### src/rtl/aes_src_dma_if.sv
// Bus bundle for the AES source DMA: control slave, memory read master
// and cipher-side write master.
interface aes_src_dma_if;
    logic        ctl_chipselect;
    logic [1:0]  ctl_address;
    logic        ctl_write;
    logic [31:0] ctl_writedata;
    logic        ctl_read;
    logic [31:0] ctl_readdata;

    logic [31:0] m_address;
    logic        m_read;
    logic [31:0] m_readdata;
    logic        m_waitrequest;

    logic        aes_chipselect;
    logic [3:0]  aes_address;
    logic        aes_write;
    logic [31:0] aes_writedata;
    logic        aes_waitrequest;

    // The DMA engine side.
    modport master (
        input  ctl_chipselect, ctl_address, ctl_write, ctl_writedata, ctl_read,
        output ctl_readdata,
        output m_address, m_read,
        input  m_readdata, m_waitrequest,
        output aes_chipselect, aes_address, aes_write, aes_writedata,
        input  aes_waitrequest
    );

    // The system side: CPU, memory and cipher core.
    modport slave (
        output ctl_chipselect, ctl_address, ctl_write, ctl_writedata, ctl_read,
        input  ctl_readdata,
        input  m_address, m_read,
        output m_readdata, m_waitrequest,
        input  aes_chipselect, aes_address, aes_write, aes_writedata,
        output aes_waitrequest
    );
endinterface

### src/rtl/aes_src_dma.sv
// Streams NBLOCKS 128-bit blocks from memory into the cipher plaintext port,
// one word read followed by one word write; abort only takes effect on a block boundary.
//
// state | meaning
// IDLE  | waiting for a start write to CTRL
// RD    | memory read of the word at the working address
// WR    | presenting the buffered word to the cipher plaintext port
// FIN   | one cycle: flag done, drop any pending abort
module aes_src_dma (
    input  logic          clock,
    input  logic          resetn,
    aes_src_dma_if.master bus
);
    typedef enum logic [1:0] {IDLE, RD, WR, FIN} state_t;

    state_t      state;
    logic [31:0] src_addr;
    logic [15:0] nblocks;
    logic [15:0] remaining;
    logic [1:0]  word_cnt;
    logic [31:0] work_addr;
    logic [31:0] word_buf;
    logic        abort_pend;
    logic        done;
    logic        m_read_q;
    logic        aes_wr_q;

    logic ctl_wr;
    logic busy;

    assign ctl_wr = bus.ctl_chipselect & bus.ctl_write;
    assign busy   = (state != IDLE);

    always_ff @(posedge clock) begin
        if (!resetn) begin
            state      <= IDLE;
            src_addr   <= '0;
            nblocks    <= '0;
            remaining  <= '0;
            word_cnt   <= '0;
            work_addr  <= '0;
            word_buf   <= '0;
            abort_pend <= 1'b0;
            done       <= 1'b0;
            m_read_q   <= 1'b0;
            aes_wr_q   <= 1'b0;
        end else begin
            if (ctl_wr && bus.ctl_address == 2'd2 && bus.ctl_writedata[1] && busy)
                abort_pend <= 1'b1;

            case (state)
                IDLE: begin
                    if (ctl_wr && bus.ctl_address == 2'd0)
                        src_addr <= {bus.ctl_writedata[31:2], 2'b00};
                    if (ctl_wr && bus.ctl_address == 2'd1)
                        nblocks <= bus.ctl_writedata[15:0];
                    if (ctl_wr && bus.ctl_address == 2'd2 && bus.ctl_writedata[0]) begin
                        work_addr <= src_addr;
                        remaining <= nblocks;
                        word_cnt  <= 2'd0;
                        done      <= 1'b0;
                        if (nblocks == 16'd0) begin
                            state <= FIN;
                        end else begin
                            state    <= RD;
                            m_read_q <= 1'b1;
                        end
                    end
                end
                RD: begin
                    if (!bus.m_waitrequest) begin
                        word_buf <= bus.m_readdata;
                        m_read_q <= 1'b0;
                        aes_wr_q <= 1'b1;
                        state    <= WR;
                    end
                end
                WR: begin
                    if (!bus.aes_waitrequest) begin
                        aes_wr_q  <= 1'b0;
                        work_addr <= work_addr + 32'd4;
                        word_cnt  <= word_cnt + 2'd1;
                        // Only a completed block may end the transfer.
                        if (word_cnt == 2'd3 && (remaining == 16'd1 || abort_pend)) begin
                            remaining <= remaining - 16'd1;
                            state     <= FIN;
                        end else begin
                            if (word_cnt == 2'd3)
                                remaining <= remaining - 16'd1;
                            m_read_q <= 1'b1;
                            state    <= RD;
                        end
                    end
                end
                FIN: begin
                    done       <= 1'b1;
                    abort_pend <= 1'b0;
                    state      <= IDLE;
                end
                default: state <= IDLE;
            endcase
        end
    end

    assign bus.m_address      = work_addr;
    assign bus.m_read         = m_read_q;
    assign bus.aes_chipselect = aes_wr_q;
    assign bus.aes_write      = aes_wr_q;
    assign bus.aes_address    = 4'h0;
    assign bus.aes_writedata  = word_buf;

    always_comb begin
        bus.ctl_readdata = 32'd0;
        if (bus.ctl_chipselect && bus.ctl_read) begin
            case (bus.ctl_address)
                2'd0:    bus.ctl_readdata = src_addr;
                2'd1:    bus.ctl_readdata = {16'd0, nblocks};
                2'd3:    bus.ctl_readdata = {remaining, 14'd0, done, busy};
                default: bus.ctl_readdata = 32'd0;
            endcase
        end
    end
endmodule

### src/flat_wrapper.sv
// flat-port wrapper written by rule: the top's interface ports become plain ports
module aes_src_dma_flat 
  (clock, resetn, bus_ctl_chipselect, bus_ctl_address, bus_ctl_write, bus_ctl_writedata, bus_ctl_read, bus_ctl_readdata, bus_m_address, bus_m_read, bus_m_readdata, bus_m_waitrequest, bus_aes_chipselect, bus_aes_address, bus_aes_write, bus_aes_writedata, bus_aes_waitrequest);
  aes_src_dma_if bus_i ();
  input  logic clock;
  input  logic resetn;
  input wire logic [$bits(bus_i.ctl_chipselect)-1:0] bus_ctl_chipselect;
  input wire logic [$bits(bus_i.ctl_address)-1:0] bus_ctl_address;
  input wire logic [$bits(bus_i.ctl_write)-1:0] bus_ctl_write;
  input wire logic [$bits(bus_i.ctl_writedata)-1:0] bus_ctl_writedata;
  input wire logic [$bits(bus_i.ctl_read)-1:0] bus_ctl_read;
  output wire logic [$bits(bus_i.ctl_readdata)-1:0] bus_ctl_readdata;
  output wire logic [$bits(bus_i.m_address)-1:0] bus_m_address;
  output wire logic [$bits(bus_i.m_read)-1:0] bus_m_read;
  input wire logic [$bits(bus_i.m_readdata)-1:0] bus_m_readdata;
  input wire logic [$bits(bus_i.m_waitrequest)-1:0] bus_m_waitrequest;
  output wire logic [$bits(bus_i.aes_chipselect)-1:0] bus_aes_chipselect;
  output wire logic [$bits(bus_i.aes_address)-1:0] bus_aes_address;
  output wire logic [$bits(bus_i.aes_write)-1:0] bus_aes_write;
  output wire logic [$bits(bus_i.aes_writedata)-1:0] bus_aes_writedata;
  input wire logic [$bits(bus_i.aes_waitrequest)-1:0] bus_aes_waitrequest;
  assign bus_i.ctl_chipselect = bus_ctl_chipselect;
  assign bus_i.ctl_address = bus_ctl_address;
  assign bus_i.ctl_write = bus_ctl_write;
  assign bus_i.ctl_writedata = bus_ctl_writedata;
  assign bus_i.ctl_read = bus_ctl_read;
  assign bus_ctl_readdata = bus_i.ctl_readdata;
  assign bus_m_address = bus_i.m_address;
  assign bus_m_read = bus_i.m_read;
  assign bus_i.m_readdata = bus_m_readdata;
  assign bus_i.m_waitrequest = bus_m_waitrequest;
  assign bus_aes_chipselect = bus_i.aes_chipselect;
  assign bus_aes_address = bus_i.aes_address;
  assign bus_aes_write = bus_i.aes_write;
  assign bus_aes_writedata = bus_i.aes_writedata;
  assign bus_i.aes_waitrequest = bus_aes_waitrequest;
  aes_src_dma u_core (.clock(clock), .resetn(resetn), .bus(bus_i));
endmodule
### config.mk
export PLATFORM = sky130hd
export DESIGN_NAME = aes_src_dma_flat
export DESIGN_NICKNAME = d
export VERILOG_FILES = /design/src/rtl/aes_src_dma_if.sv /design/src/rtl/aes_src_dma.sv /design/src/flat_wrapper.sv
export SDC_FILE = /design/constraint.sdc
export NUM_CORES = 1
export LEC_CHECK = 0
export CAP_MARGIN = 20
export CORE_MARGIN = 2
export CORE_UTILIZATION = 36
export DETAILED_ROUTE_END_ITERATION = 12
export SLEW_MARGIN = 20
export SYNTH_ARGS = -nofsm -noshare
export SYNTH_HDL_FRONTEND = slang
export SYNTH_SLANG_ARGS = --single-unit
### constraint.sdc
create_clock -name clock -period 5.45 [get_ports clock]
set_input_delay 1.09 -clock clock [delete_from_list [all_inputs] [get_ports clock]]
set_output_delay 1.09 -clock clock [all_outputs]
set_load 0.02 [all_outputs]
# [Word-level counts from Yosys, hierarchy flattened]
# Index checks and enable logic that the tools add are counted.
[totals] out_inout_bits=103 inputBits=73 elab_cells=88 regBits=134
[classes] reduce_logical=27 addsub=3 n_mux=30 n_bitwise=3 n_eq_ne=14
[ops] cell="32-bit two-way mux" count=3
[ops] cell="32-bit one-hot mux with 3 select lines" count=1
[ops] cell="16-bit two-way mux" count=4
[ops] cell="32-bit one-hot mux with 2 select lines" count=1
[ops] cell="32-bit by 3-bit adder with 32-bit output, second input constant" count=1
[ops] cell="16-bit one-hot mux with 2 select lines" count=1
[ops] cell="16-bit by 1-bit == test with 1-bit output, second input constant" count=1
[ops] cell="16-bit zero test" count=1
[ops] cell="16-bit by 1-bit subtractor with 16-bit output, second input constant" count=1
[ops] cell="2-bit two-way mux" count=7
[ops] cell="2-bit == test, second input constant" count=5
[ops] cell="3-bit AND reduction" count=3
[ops] cell="1-bit logical AND" count=8
[ops] cell="1-bit two-way mux" count=8
[ops] cell="2-bit != test, second input constant" count=4
[ops] cell="2-bit one-hot mux with 4 select lines" count=1
[ops] cell="2-bit AND reduction" count=4
[ops] cell="2-bit nonzero test" count=4
[ops] cell="6-bit AND reduction" count=1
[ops] cell="2-bit by 1-bit == test with 1-bit output, second input constant" count=2
[ops] cell="2-bit zero test" count=2
[ops] cell="1-bit one-hot mux with 2 select lines" count=2
[ops] cell="2-bit one-hot mux with 2 select lines" count=1
[ops] cell="4-bit AND reduction" count=1
[ops] cell="other kinds (9)" count=10

# [Longest topological paths before layout]
# Gate-level depths: netlist of run 1.
[depth] depth_word=6 ltp_mapped=8 ltp_nobuf=7

# [Worst setup path before layout of run 1]
# OpenSTA, ideal clock, no wires.
[synth_timing] kind="input to output" from="input bus_ctl_address[0]" to="output bus_ctl_readdata[0]" arrival_time_ns=2.607 setup_slack_ns=1.753 path_stages=4 path_buffers=2 t_required_ns=4.360 path_cell_list="clkbuf_1 > clkbuf_1 > nand3_1 > a211oi_1"
[synth_between] elab_chain_len=3 word_cells_on_any_way=5 cone_classes="eq/ne (2); mux (2); reduce/logical (1)"
[synth_rtl] item="start: declaration" line_no="flat_wrapper.sv:8" source="input wire logic [$bits(bus_i.ctl_address)-1:0] bus_ctl_address;"
[synth_rtl] item="2-bit == test, or another cell as far along" line_no="aes_src_dma.sv:115" source="case (bus.ctl_address)"
[synth_rtl] item="32-bit one-hot mux with 3 select lines (*)" line_no="aes_src_dma.sv:115"
[synth_rtl] item="32-bit two-way mux (*)" line_no="aes_src_dma.sv:114" source="if (bus.ctl_chipselect && bus.ctl_read) begin"
[synth_rtl] item="end: declaration" line_no="flat_wrapper.sv:12" source="output wire logic [$bits(bus_i.ctl_readdata)-1:0] bus_ctl_readdata;"
# Mark *: on every way between the ends. The rest lies on a longest branch, timed or not.

# [Final worst setup path of run 1]
[layout_timing] from="input bus_ctl_address[0]" to="output bus_ctl_readdata[17]"
# Same word-level chain as after synthesis.

==> impl_metrics.json, run 1 <==
{
  "run_status": "finished, final reports clean",
  "end_kind": "output port",
  "relSlewSlack_pct": 28.49,
  "crit_path_start_kind": "input pin",
  "worstMarginPinSlew_ns": 1.069,
  "wl_mm": 23.20,
  "path_cells": "clkdlybuf4s50_1, buf_4, and2_1, a22oi_1, nor2_1, clkdlybuf4s50_1",
  "slowest_stage": "clkdlybuf4s50_1",
  "worstSetupPathType": "input pin to output port",
  "netlist_area_sq_mm": 0.006745,
  "period_share_pct": 82.74,
  "synthXorXnorAreaFrac_pct": 0,
  "overflow": 0,
  "ir_drop_mv": 0.2040,
  "synth-simple-area-share_pct": 27.51,
  "vias": 7097,
  "intPower_w": 0.001658,
  "pwr-share-clk_pct": 45.8,
  "final.setup.tns_ns": 0,
  "antenna_cells": 0,
  "grt_pass1_wl_mm": 35.83,
  "via_per_inst": 5.566,
  "synthFlopType": "dfxtp_1",
  "rsz0062_at_grt": "no",
  "initial_core_util_pct": 36.43,
  "port_buffers": 169,
  "numCtsBuffers": 17,
  "rows": 50,
  "fin_nets": 1105,
  "switchingPower_w": 0.0005666,
  "synth-adder-area-share_pct": 0.7420,
  "final_cell_mix": "178 x nand2_1, 169 x clkdlybuf4s50_1, 132 x dfxtp_1",
  "worstPathMaxFanout": 22,
  "die-area_sq_mm": 0.01985,
  "comb_power_share_pct": 9.3,
  "hold_viol": 0,
  "avgRoutedWirePerCell_um": 18.20,
  "drv_slew": 0,
  "max_freq_ghz": 0.2218,
  "grt_pass1_vias": 6491,
  "cts_tree": "built",
  "muxShareOfSynthArea_pct": 5.361,
  "synth_top_family_by_area": "simple AND/OR/NAND/NOR gates",
  "synth.distinct_cells": 69,
  "drc": 0,
  "drive_above_1_share_pct": 6.052,
  "synth_cells": 900,
  "yosysWarnings": 0,
  "hold_buffers": 0,
  "rrSetupSlack_ns": 2.83,
  "fin_crit_ns": 4.509,
  "clk_pin_slew_ns": 0.06,
  "mostFrequentLayoutCell": "nand2_1",
  "postRouteAntennaNets": 0,
  "die_w_um": 140.9,
  "core-area_sq_mm": 0.01852,
  "drtIter0Drc": 563,
  "syn_avg_cell_area_sq_um": 7.495,
  "firstDrtPassIters": 5,
  "cts_max_path_buffers": 2,
  "slowest_delay_ns": 0.65,
  "p_leak_nw": 3.059,
  "crit_top_cell": "clkdlybuf4s50_1",
  "preCtsSetupSlack_ns": 0.9447,
  "dp.cells": 1243,
  "hp-class": "flop to flop",
  "die_y_um": 140.9,
  "netSwitchingFraction_pct": 25.47,
  "final.setup.worst_slack_ns": 0.9408,
  "synthArstFlopShare_pct": 0,
  "p_seq_share_pct": 44.9,
  "synth_compound_area_share_pct": 21.44,
  "grt_max_degree": 49,
  "io_pins": 176,
  "yosysSeqAreaShare_pct": 39.18,
  "root_buffer": "clkbuf_16",
  "fin_skew_ns": 0.006005,
  "area_growth_pct": 34.37,
  "final-setup-viol-count": 0,
  "cap_violations": 0,
  "htreeDepth": 4,
  "grt_usage_pct": 22.86,
  "worstPathArrival_ns": 3.42,
  "worstPathRequired_ns": 4.36,
  "p_per_area_mw_per_mm2": 245.4,
  "gp_congestion": 0.8848,
  "antenna_found_initial": 0,
  "cts.sinks": 132,
  "synth_edf_count": 0,
  "finalNonFillerCells": 1275,
  "ctsResizeCount": 0,
  "hpwlAfterDp_mm": 16.42,
  "ys_seq_elements": 132,
  "clock_latency_ns": 0.42,
  "postCtsSetupBuffers": 0
}
-- cells in the mapped netlist, types with 5 or more instances --
| master | count | area (sq um) |
|---|---|---|
| mux2i_1 | 35 | 350.3 |
| dfxtp_1 | 132 | 2643 |
| o211ai_1 | 8 | 60.06 |
| o21ai_0 | 23 | 115.1 |
| or3_1 | 8 | 50.05 |
| nand2_1 | 179 | 671.9 |
| a311oi_1 | 5 | 43.79 |
| inv_1 | 16 | 60.06 |
| a31oi_1 | 7 | 43.79 |
| a22oi_1 | 18 | 135.1 |
| o21ai_1 | 19 | 95.09 |
| a21oi_1 | 111 | 555.5 |
| nor2_1 | 85 | 319.1 |
| buf_2 | 5 | 25.02 |
| or4_1 | 7 | 52.55 |
| nor4_1 | 14 | 87.58 |
| and3_1 | 5 | 31.28 |
| o31a_1 | 6 | 52.55 |
| clkbuf_1 | 65 | 244.0 |
| buf_4 | 7 | 52.55 |
| nand3_1 | 25 | 125.1 |
| nand4_1 | 12 | 75.07 |
| nor3_1 | 20 | 100.1 |
-- logic make-up after synthesis --
| logic type | count (synthesis) |
|---|---|
| simple gates | 394 |
| mux | 36 |
| flops | 132 |
| buf+inv | 94 |
| fa+ha+maj | 4 |
| compound gates | 239 |
| other cells | 1 |
-- layer usage --
metal | routed length, um | GRT usage [%]
met4 | 608 | 8.105
met3 | 1578 | 6.454
met5 | 0 | 0
met2 | 10760 | 36.59
met1 | 10250 | 29.60
-- final timing paths --
path,cells past startpoint,start,endpoint
max,6,bus_ctl_address[0],bus_ctl_readdata[17]
min,2,u_core.bus.aes_writedata[12]$_SDFFE_PN0P_,u_core.bus.aes_writedata[12]$_SDFFE_PN0P_
max reg2reg,6,u_core.state[0]$_SDFFE_PN0P_,u_core.remaining[14]$_SDFFE_PN0P_
min reg2reg,2,u_core.bus.aes_writedata[12]$_SDFFE_PN0P_,u_core.bus.aes_writedata[12]$_SDFFE_PN0P_
-- critical path: cells and delay by family --
family	cells	cell delay [ns]
compound gates	1	0.13
buf+inv	3	1.42
simple gates	2	0.75
-- sequential cells by signal, indices dropped and copies added, names as in the netlist --
signal,cells
u_core.bus.aes_writedata,32
u_core.done,1
u_core.remaining,16
u_core.bus.aes_chipselect,1
u_core.state,2
u_core.bus.m_address,30
u_core.src_addr,30
u_core.bus.m_read,1
u_core.word_cnt,2
u_core.abort_pend,1
u_core.nblocks,16
-- metrics by stage --
step / power, W / utilization [%] / hold WS [ns] / area (sq um)
CTS: 0.002239 / 48.89 / 0.4539 / 9054
global placement: 0.001224 / 46.12 / 0.4412 / 8541
detailed placement: 0.001224 / 46.12 / 0.4472 / 8541
finish: 0.002224 / 48.95 / 0.4517 / 9064
global route: 0.002301 / 48.95 / 0.4764 / 9064
floorplan: 0.001121 / - / 0.4356 / 6764
-- area by class of cell --
| cell class | instances | area (sq um) |
|---|---|---|
| clock buffer | 21 | 450.4 |
| clock inverter | 11 | 62.56 |
| fill | 1853 | 9454 |
| inverter | 16 | 61.31 |
| multi-input combinational | 679 | 3765 |
| sequential | 132 | 2643 |
| tap | 234 | 292.8 |
| timing repair buffer | 182 | 1789 |
-- power by group through the flow --
stage	logic (W)	registers (W)	clock network, W
global placement	0.000204	0.00102	0
global route	0.000224	0.00100	0.00108
floorplan	0.000104	0.00102	0
detailed placement	0.000205	0.00102	0
finish	0.000207	0.000999	0.00102
CTS	0.000206	0.000998	0.00103
Note: power is estimated with default switching activity, not from simulation.
==> run 2: changes to the inputs <==
Clock period 5.45 ns to 4.5 ns, I/O delays scaled along.
==> run 2 against run 1 <==
- critical path depth unchanged
- sequential share of layout area down 0.44 points
- core utilization up 0.74 points
- first-iteration DRC count up 13%
==> impl_metrics.json, run 2 (same netlist as run 1, synthesis figures left out) <==
{
  "cp_top_family": "buffers and inverters",
  "crit_path_start_kind": "input pin",
  "die_w_um": 140.9,
  "drtIter0Drc": 639,
  "wl_mm": 23.19,
  "ctsResizeCount": 0,
  "total_power_w": 0.002907,
  "fin_skew_ns": 0.009021,
  "whs_ns": 0.4515,
  "slowest_delay_ns": 0.61,
  "netSwitchingFraction_pct": 24.36,
  "max_freq_ghz": 0.2629,
  "worstMarginPinSlew_ns": 0.9862,
  "drive_above_1_share_pct": 6.692,
  "overflow": 0,
  "numCtsBuffers": 17,
  "p_leak_nw": 3.123,
  "p_per_area_mw_per_mm2": 315.9,
  "reg2reg_depth": 4,
  "root_buffer": "clkbuf_16",
  "crit_top_cell": "clkdlybuf4s50_1",
  "grt_max_degree": 53,
  "dp.cells": 1248,
  "fin_crit_ns": 3.804,
  "pwr-share-clk_pct": 49.7,
  "final_cell_mix": "179 x nand2_1, 169 x clkdlybuf4s50_1, 132 x dfxtp_1",
  "worstSetupPathType": "input pin to output port",
  "ir_drop_mv": 0.2788,
  "worstPathRequired_ns": 3.60,
  "grt_usage_pct": 23.13,
  "mostFrequentLayoutCell": "nand2_1",
  "p_seq_share_pct": 41.7,
  "initial_core_util_pct": 36.43,
  "hp-class": "flop to flop",
  "final.setup.tns_ns": 0,
  "hold_viol": 0,
  "grt_pass1_vias": 6624,
  "run_status": "finished, final reports clean",
  "worstPathArrival_ns": 2.90,
  "rrSetupSlack_ns": 1.60,
  "hpwlAfterDp_mm": 16.62,
  "postCtsSetupBuffers": 0,
  "holdPathEnd": "u_core.bus.aes_writedata[27]$_SDFFE_PN0P_",
  "die_y_um": 140.9,
  "die-area_sq_mm": 0.01985,
  "htreeDepth": 4,
  "largest_reg_flops": 32,
  "hold_buffers": 0,
  "finalNonFillerCells": 1280,
  "vias": 7094,
  "fill_cells": 1836,
  "io_pins": 176,
  "area_growth_pct": 36.41,
  "antenna_found_initial": 0,
  "via_per_inst": 5.542,
  "switchingPower_w": 0.0007081,
  "grt_pass1_wl_mm": 36.50,
  "clock_latency_ns": 0.43,
  "comb_power_share_pct": 8.6,
  "antenna_cells": 0,
  "drv_slew": 0,
  "cts.sinks": 132,
  "port_buffers": 169,
  "fin_nets": 1110,
  "end_kind": "output port",
  "period_share_pct": 84.53,
  "core-area_sq_mm": 0.01852,
  "rows": 50,
  "rsz0062_at_grt": "no",
  "firstDrtPassIters": 6,
  "path_buf_inv": 3,
  "whs_path_depth": 2,
  "intPower_w": 0.002199,
  "path_cells": "clkdlybuf4s50_1, nand2_1, buf_4, or2_2, nor2_1, clkdlybuf4s50_1",
  "gp_congestion": 0.8751,
  "worstPathMaxFanout": 17,
  "slowest_stage": "clkdlybuf4s50_1",
  "cts_tree": "built",
  "reg2reg_to": "u_core.bus.m_read$_SDFFE_PN0P_",
  "postRouteAntennaNets": 0,
  "r2r-start": "u_core.state[1]$_SDFFE_PN0P_",
  "relSlewSlack_pct": 33.81,
  "cts_max_path_buffers": 2,
  "avgRoutedWirePerCell_um": 18.12,
  "final-setup-viol-count": 0,
  "drc": 0,
  "clk_pin_slew_ns": 0.06,
  "cap_violations": 0,
  "min-delay-start": "u_core.bus.aes_writedata[27]$_SDFFE_PN0P_"
}
run 2: through the flow:
step	utilization [%]	instance area (sq um)	setup WS, ns
5_1_grt	49.69	9201	0.5801
3_3_place_gp	46.39	8591	0.7323
4_1_cts	49.69	9201	0.6982
6_report	49.69	9201	0.6963
3_5_place_dp	46.39	8591	0.6974
2_1_floorplan	-	6764	1.183
run 2: worst max path at each step:
stage	start	end	cells past startpoint
3_5_place_dp	bus_ctl_chipselect	bus_ctl_readdata[14]	6
4_1_cts	bus_ctl_chipselect	bus_ctl_readdata[9]	6
6_report	bus_ctl_chipselect	bus_ctl_readdata[5]	6
2_1_floorplan	bus_ctl_address[0]	bus_ctl_readdata[0]	4
3_3_place_gp	bus_ctl_chipselect	bus_ctl_readdata[10]	6
5_1_grt	bus_ctl_address[1]	bus_ctl_readdata[16]	6
run 2: power groups by stage:
stage          combinational [W]  clock, W  sequential, W
2_1_floorplan           0.000125         0        0.00123
3_3_place_gp            0.000247         0        0.00124
3_5_place_dp            0.000249         0        0.00124
4_1_cts                 0.000250   0.00146        0.00121
5_1_grt                 0.000272   0.00152        0.00121
6_report                0.000250   0.00144        0.00121
run 2: worst reg2reg max path: cells and delay by family, from the launching register on:
kind               cells  cell delay (ns)
AOI/OAI and AO/OA      2             0.89
DFF                    1             0.92
and+or+nand+nor        2             1.00
run 2: layout make-up:
type / count / area (sq um) / share of cell area [%]
Tap cell: 234 / 292.8 / 3.182
Multi-Input combinational cell: 679 / 3755 / 40.81
Timing Repair Buffer: 187 / 1839 / 19.99
Inverter: 16 / 61.31 / 0.6663
Clock buffer: 19 / 452.9 / 4.922
Sequential cell: 132 / 2643 / 28.72
Clock inverter: 13 / 157.7 / 1.713
run 2: per-layer routing:
| layer | vias up | track usage [%] | wire length (um) |
|---|---|---|---|
| met5 | - | 0 | 0 |
| met4 | 0 | 5.789 | 428 |
| met3 | 41 | 7.133 | 1807 |
| met2 | 278 | 37.43 | 10690 |
| met1 | 3324 | 30.19 | 10260 |
| li1 | 3451 | - | - |
